==> src/rtl/inst_fetch_buffer_if.sv <==
// Fetch-buffer bus: the redirect request, the ROM request/response and the IF_ID handshake.
//   slave  : the fetch buffer's view (i_* inputs, o_* outputs)
//   master : the environment's view (the EX redirect source, the ROM and the IF_ID stage)
// Signal names keep the existing pipeline's i_/o_ prefixes, written from the fetch buffer's side.
interface inst_fetch_buffer_if #(
    parameter int unsigned ADDR_W = 32,
    parameter int unsigned INST_W = 32
);
    logic              i_redirect;
    logic [ADDR_W-1:0] i_redirectPc;
    logic              o_chipEnable;
    logic [ADDR_W-1:0] o_romAddr;
    logic [INST_W-1:0] i_romInst;
    logic              o_instValid;
    logic [INST_W-1:0] o_inst;
    logic [ADDR_W-1:0] o_instPc;
    logic              i_instReady;

    modport slave (
        input  i_redirect, i_redirectPc, i_romInst, i_instReady,
        output o_chipEnable, o_romAddr, o_instValid, o_inst, o_instPc
    );

    modport master (
        output i_redirect, i_redirectPc, i_romInst, i_instReady,
        input  o_chipEnable, o_romAddr, o_instValid, o_inst, o_instPc
    );
endinterface

==> src/rtl/inst_fetch_buffer.sv <==
// Instruction fetch front-end between the synchronous instruction ROM and IF_ID.
// It owns the fetch PC and issues one ROM read per cycle while the buffer has credit. Returned
// instructions are queued with their PCs and presented to IF_ID through a valid/ready
// handshake. A redirect flushes both the queued fetches and the in-flight fetch, then restarts
// fetch at the new PC.
// Ports:
//   clk : clock; all state changes on the rising edge
//   rst : synchronous reset, active-high; takes priority over everything else
//   bus : inst_fetch_buffer_if.slave carrying the redirect, ROM and IF_ID signals
module inst_fetch_buffer #(
    parameter int unsigned       ADDR_W   = 32,
    parameter int unsigned       INST_W   = 32,
    parameter int unsigned       DEPTH    = 4,
    parameter logic [ADDR_W-1:0] RESET_PC = '0,
    parameter int unsigned       PC_STEP  = 4
) (
    input logic                  clk,
    input logic                  rst,
    inst_fetch_buffer_if.slave   bus
);
    localparam int unsigned PtrW = $clog2(DEPTH);
    localparam int unsigned CntW = PtrW + 1;

    logic [ADDR_W-1:0] pc_q, pc_d;
    logic [ADDR_W-1:0] req_pc_q, req_pc_d;
    logic              inflight_q, inflight_d;
    logic [PtrW-1:0]   wr_ptr_q, wr_ptr_d;
    logic [PtrW-1:0]   rd_ptr_q, rd_ptr_d;
    logic [CntW-1:0]   count_q, count_d;

    logic [INST_W-1:0] inst_mem_q [DEPTH];
    logic [ADDR_W-1:0] pc_mem_q   [DEPTH];

    logic [CntW:0]     occupancy;
    logic              issue;
    logic              push;
    logic              pop;
    logic              valid;

    // The in-flight response counts against credit, so a push into a full FIFO cannot occur.
    assign occupancy = {1'b0, count_q} + {{CntW{1'b0}}, inflight_q};
    assign issue     = !rst && !bus.i_redirect && (occupancy < (CntW + 1)'(DEPTH));
    // A response that arrives in a redirect cycle belongs to the flushed stream.
    assign push      = inflight_q && !bus.i_redirect;
    assign valid     = !rst && (count_q != '0);
    assign pop       = valid && bus.i_instReady;

    always_comb begin
        pc_d       = pc_q;
        req_pc_d   = req_pc_q;
        inflight_d = 1'b0;
        wr_ptr_d   = wr_ptr_q;
        rd_ptr_d   = rd_ptr_q;
        count_d    = count_q;
        if (bus.i_redirect) begin
            // A pop in this cycle is discarded along with the rest of the queue.
            pc_d     = bus.i_redirectPc;
            wr_ptr_d = '0;
            rd_ptr_d = '0;
            count_d  = '0;
        end else begin
            if (issue) begin
                pc_d       = pc_q + ADDR_W'(PC_STEP);
                req_pc_d   = pc_q;
                inflight_d = 1'b1;
            end
            if (push) begin
                wr_ptr_d = wr_ptr_q + 1'b1;
            end
            if (pop) begin
                rd_ptr_d = rd_ptr_q + 1'b1;
            end
            unique case ({push, pop})
                2'b10:   count_d = count_q + 1'b1;
                2'b01:   count_d = count_q - 1'b1;
                default: count_d = count_q;
            endcase
        end
    end

    always_ff @(posedge clk) begin
        if (rst) begin
            pc_q       <= RESET_PC;
            req_pc_q   <= '0;
            inflight_q <= 1'b0;
            wr_ptr_q   <= '0;
            rd_ptr_q   <= '0;
            count_q    <= '0;
        end else begin
            pc_q       <= pc_d;
            req_pc_q   <= req_pc_d;
            inflight_q <= inflight_d;
            wr_ptr_q   <= wr_ptr_d;
            rd_ptr_q   <= rd_ptr_d;
            count_q    <= count_d;
        end
    end

    // Storage needs no reset; count_q alone decides which entries are visible.
    always_ff @(posedge clk) begin
        if (!rst && push) begin
            inst_mem_q[wr_ptr_q] <= bus.i_romInst;
            pc_mem_q[wr_ptr_q]   <= req_pc_q;
        end
    end

    assign bus.o_chipEnable = issue;
    assign bus.o_romAddr    = pc_q;
    assign bus.o_instValid  = valid;
    assign bus.o_inst       = valid ? inst_mem_q[rd_ptr_q] : '0;
    assign bus.o_instPc     = valid ? pc_mem_q[rd_ptr_q] : '0;

endmodule
==> src/flat_wrapper.sv <==
// flat-port wrapper written by rule: the top's interface ports become plain ports
module inst_fetch_buffer_flat 
#(
    parameter int unsigned       ADDR_W   = 32,
    parameter int unsigned       INST_W   = 32,
    parameter int unsigned       DEPTH    = 4,
    parameter logic [ADDR_W-1:0] RESET_PC = '0,
    parameter int unsigned       PC_STEP  = 4
)
  (clk, rst, bus_i_redirect, bus_i_redirectPc, bus_i_romInst, bus_i_instReady, bus_o_chipEnable, bus_o_romAddr, bus_o_instValid, bus_o_inst, bus_o_instPc);
  inst_fetch_buffer_if #(.ADDR_W(ADDR_W), .INST_W(INST_W)) bus_i ();
  input logic clk;
  input logic rst;
  input wire logic [$bits(bus_i.i_redirect)-1:0] bus_i_redirect;
  input wire logic [$bits(bus_i.i_redirectPc)-1:0] bus_i_redirectPc;
  input wire logic [$bits(bus_i.i_romInst)-1:0] bus_i_romInst;
  input wire logic [$bits(bus_i.i_instReady)-1:0] bus_i_instReady;
  output wire logic [$bits(bus_i.o_chipEnable)-1:0] bus_o_chipEnable;
  output wire logic [$bits(bus_i.o_romAddr)-1:0] bus_o_romAddr;
  output wire logic [$bits(bus_i.o_instValid)-1:0] bus_o_instValid;
  output wire logic [$bits(bus_i.o_inst)-1:0] bus_o_inst;
  output wire logic [$bits(bus_i.o_instPc)-1:0] bus_o_instPc;
  assign bus_i.i_redirect = bus_i_redirect;
  assign bus_i.i_redirectPc = bus_i_redirectPc;
  assign bus_i.i_romInst = bus_i_romInst;
  assign bus_i.i_instReady = bus_i_instReady;
  assign bus_o_chipEnable = bus_i.o_chipEnable;
  assign bus_o_romAddr = bus_i.o_romAddr;
  assign bus_o_instValid = bus_i.o_instValid;
  assign bus_o_inst = bus_i.o_inst;
  assign bus_o_instPc = bus_i.o_instPc;
  inst_fetch_buffer #(.ADDR_W(ADDR_W), .INST_W(INST_W), .DEPTH(DEPTH), .RESET_PC(RESET_PC), .PC_STEP(PC_STEP)) u_core (.clk(clk), .rst(rst), .bus(bus_i));
endmodule
==> config.mk <==
export PLATFORM = sky130hd
export DESIGN_NAME = inst_fetch_buffer_flat
export DESIGN_NICKNAME = d
export VERILOG_FILES = /design/src/rtl/inst_fetch_buffer_if.sv /design/src/rtl/inst_fetch_buffer.sv /design/src/flat_wrapper.sv
export SDC_FILE = /design/constraint.sdc
export NUM_CORES = 1
export LEC_CHECK = 0
export CORE_AREA = 2 2 152 154
export DETAILED_ROUTE_END_ITERATION = 6
export DIE_AREA = 0 0 154 156
export PLACE_DENSITY_LB_ADDON = 0.15
export RECOVER_POWER = 100
export SYNTH_ARGS = -nofsm -noshare
export SYNTH_HDL_FRONTEND = slang
export SYNTH_SLANG_ARGS = --single-unit
==> constraint.sdc <==
create_clock -name clk -period 6.61 [get_ports clk]
set_input_delay 0.9915 -clock clk [delete_from_list [all_inputs] [get_ports clk]]
set_output_delay 0.9915 -clock clk [all_outputs]
set_load 0.005 [all_outputs]
# [Word-level counts from Yosys, hierarchy flattened]
# Memory sizes are Yosys's and may differ from the RTL's. A register that Yosys moved wholly into a read port is not among the register bits.
# Cells that the tools add are included.
[totals] in_bits=68 mem_bits_rw=256 memories=2 regBits=72 output_inout_bits=98
[memory_table] memory="u_core.inst_mem_q" depth=4 word_bits=32 read_ports=1 rd_ports_with_merged_regs=1 write_ports=1 line="inst_fetch_buffer.sv:31" rtl="logic [INST_W-1:0] inst_mem_q [DEPTH];"
[memory_table] memory="u_core.pc_mem_q" depth=4 word_bits=32 read_ports=1 rd_ports_with_merged_regs=1 write_ports=1 line="inst_fetch_buffer.sv:32" rtl="logic [ADDR_W-1:0] pc_mem_q [DEPTH];"
[classes] n_lt_le_gt_ge=1 eq_ne=2 bitwise=1 mux=12 addsub=6 n_reduce_logical=13
[op_table] operator="32-bit two-way mux" n=4
[op_table] operator="32-bit by 3-bit adder with 32-bit output, second input constant" n=1
[op_table] operator="2-bit two-way mux" n=4
[op_table] operator="1-bit logical AND" n=6
[op_table] operator="3-bit case mux with 2 select lines" n=1
[op_table] operator="2-bit by 1-bit adder with 2-bit output, second input constant" n=2
[op_table] operator="3-bit by 1-bit adder with 4-bit output" n=1
[op_table] operator="4-bit by 3-bit < comparator with 1-bit output, second input constant" n=1
[op_table] operator="2-bit nonzero test" n=2
[op_table] operator="3-bit by 1-bit adder with 3-bit output, second input constant" n=1
[op_table] operator="1-bit two-way mux" n=3
[op_table] operator="3-bit nonzero test" n=1
[op_table] operator="3-bit by 1-bit subtractor with 3-bit output, second input constant" n=1
[op_table] operator="2-bit by 1-bit == test with 1-bit output, second input constant" n=1
[op_table] operator="2-bit == test, second input constant" n=1
[op_table] operator="1-bit zero test" n=2
[op_table] operator="2-bit AND reduction" n=1
[op_table] operator="2-bit OR reduction" n=1
[op_table] operator="1-bit NOT" n=1

# [Logic depth before layout (Yosys ltp)]
[logic_depth] ltp_word=5 mapped_depth=9 mapped_depth_nobuf=8

# [Worst setup path before layout]
# OpenSTA, ideal clock, no wires.
[synth_timing] path_type="input-to-reg" startpoint="input port rst" endpoint="memory u_core.inst_mem_q[0][0] (enable)" path_slack_ns=3.350 setup_ns=0.429 cell_stages=2 arrival_time_ns=2.831 cell_sequence="nor2_1 -> and3_1"
[synth_via] elab_chain_len=4
[synth_rtl] element="start: declaration" line="flat_wrapper.sv:13" rtl="input logic rst;"
[synth_rtl] element="1-bit zero test" line="inst_fetch_buffer.sv:101" rtl="if (!rst && push) begin"
[synth_rtl] element="1-bit logical AND" line="inst_fetch_buffer.sv:101"
[synth_rtl] element="1-bit two-way mux" line="inst_fetch_buffer.sv:101"
[synth_rtl] element="1-bit two-way mux (not written as such)" line="inst_fetch_buffer.sv:102" rtl="inst_mem_q[wr_ptr_q] <= bus.i_romInst;"
[synth_rtl] element="end: declaration" line="inst_fetch_buffer.sv:31"
# No other way between the ends.

# [Worst setup path after layout]
[layout_timing] startpoint="input port rst" endpoint="output port bus_o_instPc[16]"
[layout_via] elab_chain_len=3
[layout_rtl] element="1-bit zero test" line="inst_fetch_buffer.sv:45" rtl="assign valid = !rst && (count_q != '0);"
[layout_rtl] element="1-bit logical AND" line="inst_fetch_buffer.sv:45"
[layout_rtl] element="32-bit two-way mux" line="inst_fetch_buffer.sv:111" rtl="assign bus.o_instPc = valid ? pc_mem_q[rd_ptr_q] : '0;"
[layout_rtl] element="end: declaration" line="flat_wrapper.sv:22" rtl="output wire logic [$bits(bus_i.o_instPc)-1:0] bus_o_instPc;"
# No other way between the ends.

==> metrics.yaml <==
final_hold_viol_count: 0
clock_skew_ns: 0.0130
synth_top_family_by_area: "multiplexers"
clock_latency_ns: 0.50
p_leak_nw: 5.49
cpMostUsedCell: "clkbuf_1"
crit_start: "rst"
crit_end: "bus_o_instPc[16]"
antenna_found_initial: 0
portBuffers: 165
synth_edf_count: 256
grt_pass1_wl_um: 42100
rsz0062_at_grt: "no"
violations: "capacitance limit, slew limit"
synth_nets: 912
cp_slowest_cell: "clkbuf_1"
post_cts_buffers: 0
syn_avg_cell_area_um2: 15.8
cts_inserted_buffers: 34
drtIter0Drc: 527
viasPerCell: 5.97
synth_compound_area_share_pct: 4.91
nNetsFinal: 1071
worst_slew_pin_slew_ns: 3.05
setup_viol: 0
ys_ff_latch: 330
num_antenna_cells: 0
path_buf_inv: 3
ys.flop_type: "edfxtp_1"
p_per_area_nw_per_um2: 266
clockBufferDepth: 3
grt_max_degree: 69
clock-root-buffer: "clkbuf_16"
drive_gt1_share_pct: 13.0
fin_tns_setup_ns: 0
status: "finished with violations"
synth_cells: 837
maxCapViolCount: 4
wire_per_inst_um: 20.4
r2r_slack_ns: 3.60
fin_crit_ns: 4.89
syn2layout_area_growth_pct: 22.1
yosys_warnings: 0
cp_slowest_stage_delay_ns: 1.66
ys_async_sr_fraction_pct: 0
drt-total-wl_um: 26700
initial_core_util_pct: 59.0
ant_nets: 0
yosysUniqueCellTypes: 53
reg2regPathDepth: 5
die_w_um: 154
cts_num_sinks: 330
worstPathCellList: "clkbuf_1 -> nor2_4 -> clkbuf_1 -> and2_1 -> dlygate4sd3_1"
relSlewSlack_pct: -103
startpoint_type: "input pin"
routed-via-count: 7801
synth_xor_area_share_pct: 0.797
required_ns: 5.62
rows: 55
path_clk_slew_ns: 0.06
grt_pass1_vias: 7792
grt-ovfl-total: 0
synth_area_um2: 13200
r2r-end: "u_core.bus.o_romAddr[22]"
hpwl_um: 15500
place_congestion: 0.878
finalMaxSlewViolations: 243
rr_startpoint: "u_core.inflight_q"
dr.pass1.iters: 5
cts_hold_buf: 0
fin_crit_sh_pct: 74.0
cts_resized: 0
post-route-drc-count: 0
ios: 166
synthAdderAreaFrac_pct: 0.721
worst_setup_path_end_kind: "output pin"
cts_tree: "yes"
cp_max_fo: 65
grt_use_total_pct: 22.7
fmaxAchievable_ghz: 0.204
crit_type: "input pin to output pin"
worst_ir_drop_vdd_mv: 0.219
seq_area_frac_synth_pct: 69.5
coreArea_um2: 22400
h-tree-depth: 2
cp_data_arrival_time_ns: 3.90
synthMuxAreaShare_pct: 11.2
synth-simple-area-share_pct: 10.9
hold_slack_ns: 0.479
die_area_um2: 24000
worst-path-stages: 5
die_y_um: 156
hold_path_class: "flop to flop"
crit_family: "buffers and inverters"
[where the power goes]
group	switching [mW]	internal (mW)
combinational	0.0771	0.0836
clock	0.742	1.08
sequential	0.0386	2.25
total	0.858	3.42
[worst min-delay path by stage]
stage                                  startpoint  slack, ns               endpoint  cells past startpoint
after floorplan                u_core.req_pc_q[0]       0.46  u_core.pc_mem_q[0][0]                      0
after global placement    u_core.bus.o_romAddr[0]       0.46     u_core.req_pc_q[0]                      2
after detailed placement  u_core.bus.o_romAddr[0]       0.47     u_core.req_pc_q[0]                      2
after CTS                 u_core.bus.o_romAddr[0]       0.48     u_core.req_pc_q[0]                      2
after global routing      u_core.bus.o_romAddr[1]       0.49     u_core.req_pc_q[1]                      2
final                     u_core.bus.o_romAddr[0]       0.48     u_core.req_pc_q[0]                      2
[cells in the mapped netlist (11+ instances only)]
library cell    n  share of area [%]
a21oi_1        41                1.6
nor2_1         32               0.91
nor3_1         12               0.46
nand2_1        84                2.4
mux4_2         64                 11
dfxtp_1        74                 11
and2_1         73                3.5
clkbuf_1       31               0.88
edfxtp_1      256                 58
nand4_1        11               0.52
buf_2          15               0.57
[through the flow]
| step | std cells | power, mW | worst slack (ns) | utilization, % | cell area (um2) |
|---|---|---|---|---|---|
| final | 1307 | 4.28 | 1.72 | 72.0 | 16100 |
| after global routing | 1307 | 4.41 | 1.27 | 72.0 | 16100 |
| after CTS | 1307 | 4.33 | 2.28 | 72.2 | 16100 |
| after detailed placement | 1245 | 2.51 | 2.35 | 67.4 | 15100 |
| after global placement | 1245 | 2.50 | 2.48 | 67.4 | 15100 |
| after floorplan | 837 | 2.39 | 3.35 | - | 13200 |
[logic make-up (layout without fill, tap and decap cells)]
| logic type | after synthesis | count (layout) |
|---|---|---|
| and+or+nand+nor | 263 | 263 |
| buffers and inverters | 60 | 245 |
| DFF | 330 | 330 |
| AOI/OAI and AO/OA | 97 | 97 |
| muxes | 68 | 68 |
| xor gates and xnor gates | 12 | 12 |
| adders and majority gates | 7 | 7 |
[flip-flops by register name, summed over array words and instances (netlist names), named ones only]
signal,cells
u_core.wr_ptr_q,2
u_core.pc_mem_q,128
u_core.rd_ptr_q,2
u_core.inflight_q,1
u_core.bus.o_romAddr,32
u_core.count_q,3
u_core.inst_mem_q,128
u_core.req_pc_q,32
[layout by cell type (no fill, tap or decap), types with 11 or more instances in the layout]
cell type and instances:
clkbuf_1 18, nor3_1 12, mux4_2 64, edfxtp_1 256, clkdlybuf4s50_1 72, and2_0 38, nand4_1 11, and2_1 35
nand2_1 84, a21oi_1 41, nor2_1 31, dfxtp_1 72, clkbuf_16 34, dlygate4sd3_1 92
[worst register-to-register path, delay by kind of cell (launching register included)]
kind / cells / cell delay, ns
flops: 1 / 0.55
simple gates: 2 / 0.42
buf+inv: 1 / 1.46
compound gates: 2 / 0.32
[final cells by class]
| cell class | count | area [um2] |
|---|---|---|
| flip-flops and latches | 330 | 9180 |
| inverters | 12 | 45.0 |
| clock inverters | 11 | 125 |
| well taps | 285 | 357 |
| fillers | 1463 | 6250 |
| clock buffers | 51 | 955 |
| repair buffers | 171 | 1680 |
| multi-input cells | 447 | 3780 |
[layer usage]
metal | share of wire, % | GRT usage (%) | vias to the layer above
met5 | 0 | 0 | -
met4 | 1.3 | 6.28 | 0
met3 | 7.7 | 3.75 | 33
met2 | 50 | 37.7 | 340
met1 | 41 | 31.7 | 3862
li1 | - | - | 3566
(Power assumes the default switching activity.)
